$ cat src/rtl/sequential_16bit_en_pkg.sv
// -----------------------------------------------------------------------------
// sequential_16bit_en_pkg
//
// Purpose:
//   Shared constants and helpers for the sequential_16bit_en golden design.
//   The design is a 16-bit up-counter with enable, reached through a 28-bit
//   generic pad bus. This package fixes the pad layout so that the top level
//   and the counter agree on widths and bit positions.
//
// Contents:
//   IO_WIDTH   - width of the io_in / io_out / io_oeb pad buses
//   CTR_WIDTH  - counter width in bits
//   CTR_LSB    - pad index of the counter LSB on io_out
//   RST_BIT    - pad index of the synchronous active-high reset on io_in
//   EN_BIT     - pad index of the count enable on io_in
//   OEB_CONST  - fixed output-enable-bar pattern (rst/en pads are inputs)
//   pad_ctrl_t - decoded control pads
//   decode_pads() / pack_io_out() - pad split and pack helpers
// -----------------------------------------------------------------------------
package sequential_16bit_en_pkg;

  localparam int unsigned IO_WIDTH  = 28;
  localparam int unsigned CTR_WIDTH = 16;
  localparam int unsigned CTR_LSB   = 12;

  localparam int unsigned RST_BIT = 0;
  localparam int unsigned EN_BIT  = 1;

  // Pads 0 and 1 are inputs (oeb = 1); every other pad is a driven output.
  localparam logic [IO_WIDTH-1:0] OEB_CONST = 28'h0000003;

  // Decoded control inputs taken from the pad bus.
  typedef struct packed {
    logic rst;
    logic en;
  } pad_ctrl_t;

  // Pull the two control pads out of the input bus; all other pads are ignored.
  function automatic pad_ctrl_t decode_pads(input logic [IO_WIDTH-1:0] pads);
    pad_ctrl_t ctrl;
    ctrl.rst = pads[RST_BIT];
    ctrl.en  = pads[EN_BIT];
    return ctrl;
  endfunction

  // Place the counter in the top bits of the output bus; the low pads stay 0.
  function automatic logic [IO_WIDTH-1:0] pack_io_out(input logic [CTR_WIDTH-1:0] ctr);
    return {ctr, {CTR_LSB{1'b0}}};
  endfunction

endpackage : sequential_16bit_en_pkg

$ cat src/rtl/sequential_16bit_en_en_counter.sv
// -----------------------------------------------------------------------------
// en_counter
//
// Purpose:
//   WIDTH-bit synchronous up-counter with synchronous active-high reset and
//   count enable. Reset has priority over enable. The count wraps modulo
//   2^WIDTH with no carry-out. The count output comes straight from the
//   register, so there is no combinational path from the inputs.
//
// Ports:
//   clk_i   - clock; all state changes on its rising edge
//   rst_i   - synchronous active-high reset (clears the count)
//   en_i    - count enable (increment when high, hold when low)
//   count_o - current registered count
// -----------------------------------------------------------------------------
module en_counter
  import sequential_16bit_en_pkg::*;
#(
  parameter int unsigned WIDTH = CTR_WIDTH
) (
  input  logic             clk_i,
  input  logic             rst_i,
  input  logic             en_i,
  output logic [WIDTH-1:0] count_o
);

  logic [WIDTH-1:0] count_q;
  logic [WIDTH-1:0] count_d;

  // Next-count selection: increment when enabled, otherwise hold.
  always_comb begin
    count_d = count_q;
    if (en_i) begin
      // Plain WIDTH-bit addition gives the modulo wrap from all-ones to zero.
      count_d = count_q + {{(WIDTH-1){1'b0}}, 1'b1};
    end else begin
      count_d = count_q;
    end
  end

  // Count register with synchronous reset taking priority over enable.
  always_ff @(posedge clk_i) begin
    if (rst_i) begin
      count_q <= {WIDTH{1'b0}};
    end else begin
      count_q <= count_d;
    end
  end

  assign count_o = count_q;

endmodule : en_counter

$ cat src/rtl/sequential_16bit_en.sv
// -----------------------------------------------------------------------------
// sequential_16bit_en
//
// Purpose:
//   Golden user design for fabric regression: a 16-bit enabled up-counter
//   exposed on a 28-bit generic pad bus. This level only maps pads: it splits
//   io_in into reset/enable, packs the count into io_out and ties io_oeb.
//
// Ports:
//   clk    - system clock
//   io_in  - [0] synchronous active-high reset, [1] count enable,
//            [27:2] unused
//   io_out - [27:12] counter value, [11:0] constant 0
//   io_oeb - constant 28'h0000003 (pads 0/1 are inputs, the rest outputs)
// -----------------------------------------------------------------------------
module sequential_16bit_en
  import sequential_16bit_en_pkg::*;
(
  input  logic                clk,
  input  logic [IO_WIDTH-1:0] io_in,
  output logic [IO_WIDTH-1:0] io_out,
  output logic [IO_WIDTH-1:0] io_oeb
);

  pad_ctrl_t            ctrl_s;
  logic [CTR_WIDTH-1:0] ctr_s;

  // Pads above the enable are genuinely don't-care; fold them into a single
  // deliberately unused net so they are visibly consumed.
  logic                 unused_io_in;

  assign ctrl_s       = decode_pads(io_in);
  assign unused_io_in = ^io_in[IO_WIDTH-1:EN_BIT+1];

  en_counter #(
    .WIDTH (CTR_WIDTH)
  ) u_en_counter (
    .clk_i   (clk),
    .rst_i   (ctrl_s.rst),
    .en_i    (ctrl_s.en),
    .count_o (ctr_s)
  );

  // The count is already registered, so io_out has no path from io_in.
  assign io_out = pack_io_out(ctr_s);
  assign io_oeb = OEB_CONST;

endmodule : sequential_16bit_en

$ cat config.mk
export PLATFORM = sky130hd
export DESIGN_NAME = sequential_16bit_en
export DESIGN_NICKNAME = d
export VERILOG_FILES = /design/src/rtl/sequential_16bit_en_pkg.sv /design/src/rtl/sequential_16bit_en_en_counter.sv /design/src/rtl/sequential_16bit_en.sv
export SDC_FILE = /design/constraint.sdc
export NUM_CORES = 1
export LEC_CHECK = 0
export CORE_ASPECT_RATIO = 1.2
export CORE_MARGIN = 2
export CORE_UTILIZATION = 30
export CTS_CLUSTER_DIAMETER = 50
export DETAILED_ROUTE_END_ITERATION = 10
export GPL_ROUTABILITY_DRIVEN = 0
export PLACE_DENSITY_LB_ADDON = 0.1
export SKIP_LAST_GASP = 1
export SYNTH_ARGS = -nofsm -noshare
export SYNTH_HDL_FRONTEND = slang
export SYNTH_SLANG_ARGS = --single-unit
$ cat constraint.sdc
create_clock -name clk -period 1.45 [get_ports clk]
set_input_delay 0.29 -clock clk [delete_from_list [all_inputs] [get_ports clk]]
set_output_delay 0.29 -clock clk [all_outputs]
set_load 0.03 [all_outputs]
==> results.sh <==
export IMPL_start_util=0.316
export IMPL_grt_max_degree=10
export IMPL_synth_fa_ha_area_frac=0.0118
export IMPL_synth_distinct_cells=30
export IMPL_dp_slack_ns=-0.403
export IMPL_drv_slew=0
export IMPL_hold_viol=0
export IMPL_hp_class="reg2reg"
export IMPL_critPathLaunchType="flop"
export IMPL_place_area_um2=1330
export IMPL_synth_top_family_by_area="buffers and inverters"
export IMPL_endpoint_kind="flop"
export IMPL_io_pins=85
export IMPL_area_growth_pct=34.1
export IMPL_largest_reg_flops=16
export IMPL_final_core_util=0.424
export IMPL_clk_latency_ns=0.25
export IMPL_p_int_w=0.000660
export IMPL_arrival_ns=1.59
export IMPL_r2r_start="u_en_counter.count_o[7]"
export IMPL_overflow=0
export IMPL_hold_end="u_en_counter.count_o[13]"
export IMPL_avgRoutedWirePerCell_um=10.2
export IMPL_ant_nets=0
export IMPL_p_seq_frac=0.441
export IMPL_finalPower_w=0.000992
export IMPL_antenna_found_initial=0
export IMPL_hp_start="u_en_counter.count_o[13]"
export IMPL_drt_iter0_drc=9
export IMPL_fin_area_um2=1430
export IMPL_r2r_end="u_en_counter.count_o[15]"
export IMPL_n_fill_cell=344
export IMPL_yosysTopAreaCell="dfxtp_1"
export IMPL_portBuffers=18
export IMPL_synth_area_per_cell_um2=8.52
export IMPL_holdWs_ns=0.509
export IMPL_required_ns=1.58
export IMPL_cts_tree="built"
export IMPL_grtUsageTotal=0.110
export IMPL_r2r_slack_ns=-0.009
export IMPL_drtPass1Iterations=3
export IMPL_synthTopCellsByArea="dfxtp_1, buf_4, nor2_1, xnor2_1, xor2_1"
export IMPL_row_count=23
export IMPL_vias_per_cell=4.06
export IMPL_synth_area_mux_share=0.0306
export IMPL_numClockSinks=16
export IMPL_multi_input_area_um2=659
export IMPL_ys_seq_area_frac=0.301
export IMPL_dieHeight_um=69.3
export IMPL_synth_compound_area_frac=0.0353
export IMPL_power_density_nw_per_um2=695
export IMPL_fmax_mhz=685
export IMPL_synth_seq_cells=16
export IMPL_cts_buffers=3
export IMPL_synthCells=125
export IMPL_yosys_area_share_simple=0.233
export IMPL_setup_viol=1
export IMPL_layout_commonest_cell="conb_1"
export IMPL_htreeDepth=1
export IMPL_reg2reg_depth=4
export IMPL_num_vias=807
export IMPL_wirelength_um=2020
export IMPL_die_area_um2=4040
export IMPL_maxCapViolCount=0
export IMPL_skew_ns=0.00784
export IMPL_fin_nets=193
export IMPL_worst_slack_ns=-0.00907
export IMPL_yosysWarnings=0
export IMPL_synth_edf_count=0
export IMPL_grt_pass1_vias=788
export IMPL_hold_depth=2
export IMPL_n_antenna_cell=0
export IMPL_synthArstFlopShare=0
export IMPL_clk_pin_slew_ns=0.07
export IMPL_clock_power_share=0.344
export IMPL_drc_errors=0
export IMPL_ir_drop_uv=493
export IMPL_rsz0062_at_grt="yes"
export IMPL_worstSetupPathType="reg2reg"
export IMPL_grt_pass1_wl_um=3610
export IMPL_leakage_nw=0.717
export IMPL_p_sw_frac=0.335
export IMPL_syn_cell_area_um2=1060
export IMPL_violations="setup timing"
export IMPL_power_switching_w=0.000332
export IMPL_status="finished with violations"
export IMPL_chipWidth_um=58.4
export IMPL_cts_root_buf="clkbuf_8"
export IMPL_synth_xor_area_frac=0.0823
export IMPL_critPathMaxFanout=3
export IMPL_cts_hold_buffers=0
export IMPL_ys_flop_type="dfxtp_1"
export IMPL_synth_top_area_share=0.301
export IMPL_hpwl_um=1660
export IMPL_post_route_period_util=1.01
export IMPL_clockBufferDepth=2
export IMPL_final_cell_mix="conb_1, buf_4, nor2_1, dlygate4sd2_1, dfxtp_4"
export IMPL_seqCellArea_um2=360
export IMPL_comb_power_share=0.214
export IMPL_post_route_min_period_ns=1.46
export IMPL_drive_above_1_share=0.315
export IMPL_core_region_area_um2=3370
-- logic make-up (layout without fill, tap and decap cells) --
| family | Yosys count | after routing |
|---|---|---|
| adder cells (fa/ha/maj) | 1 | 1 |
| multiplexers | 3 | 3 |
| flip-flops | 16 | 16 |
| XOR/XNOR | 10 | 10 |
| AND/OR/NAND/NOR | 42 | 42 |
| other | 2 | 40 |
| buffers and inverters | 45 | 44 |
| AO/OA/AOI/OAI | 6 | 6 |
-- power groups by stage --
| stage | Combinational (W) | Clock [W] | Sequential, W |
|---|---|---|---|
| 3_5_place_dp | 0.000212 | 0 | 0.000445 |
| 3_3_place_gp | 0.000212 | 0 | 0.000445 |
| 2_1_floorplan | 0.000239 | 0 | 0.000462 |
| 4_1_cts | 0.000208 | 0.000364 | 0.000435 |
| 6_report | 0.000213 | 0.000341 | 0.000438 |
| 5_1_grt | 0.000230 | 0.000380 | 0.000439 |
-- synthesized netlist by cell type (2+ instances only) --
master and n:
a21oi_1 3, buf_4 40, clkbuf_1 3, conb_1 2, dfxtp_1 16, inv_1 2
mux2_2 2, nand2_1 6, nand3_1 3, nor2_1 16, nor3_1 3, nor4_1 3
xnor2_1 6, xor2_1 4
-- final cells by class --
| type | count | share of cell area |
|---|---|---|
| Timing Repair Buffer | 38 | 0.216 |
| Multi-Input combinational cell | 102 | 0.462 |
| Clock buffer | 4 | 0.0316 |
| Sequential cell | 16 | 0.252 |
| Tap cell | 37 | 0.0324 |
| Inverter | 2 | 0.00526 |
-- per-stage QoR --
| step | setup TNS [ns] | cells |
|---|---|---|
| finish | -0.00907 | 199 |
| global route | -0.104 | 199 |
| CTS | -0.0608 | 198 |
| detailed placement | -3.56 | 194 |
| global placement | -3.26 | 194 |
| floorplan | -0.111 | 163 |
-- worst max-delay path, stage by stage (launching register included) --
cell	delay, ns
dfxtp_4	0.36
nand4_4	0.10
or2_4	0.27
nor4b_4	0.25
mux2_2	0.36
-- per-layer routing --
layer	share of wire	global-route usage	up-vias
li1	-	-	406
met1	0.41	0.138	363
met2	0.53	0.187	36
met3	0.055	0.0187	2
met4	0.0089	0.0310	0
met5	0	0	-
-- worst max path at each step --
stage | start | end | slack [ns]
after floorplan | u_en_counter.count_o[5] | u_en_counter.count_o[15] | -0.05
after global placement | io_in[1] | u_en_counter.count_o[15] | -0.37
after detailed placement | io_in[1] | u_en_counter.count_o[13] | -0.40
after CTS | u_en_counter.count_o[0] | u_en_counter.count_o[13] | -0.03
after global routing | u_en_counter.count_o[13] | u_en_counter.count_o[15] | -0.07
final | u_en_counter.count_o[7] | u_en_counter.count_o[15] | -0.009
-- timing repair --
action | in CTS | in global routing
buffers inserted | 0 | 1
gates resized for setup | 20 | 9
endpoints found under the setup margin | 24 | 7
pin swaps | 0 | 2
Power figures use the tool's default switching activity.
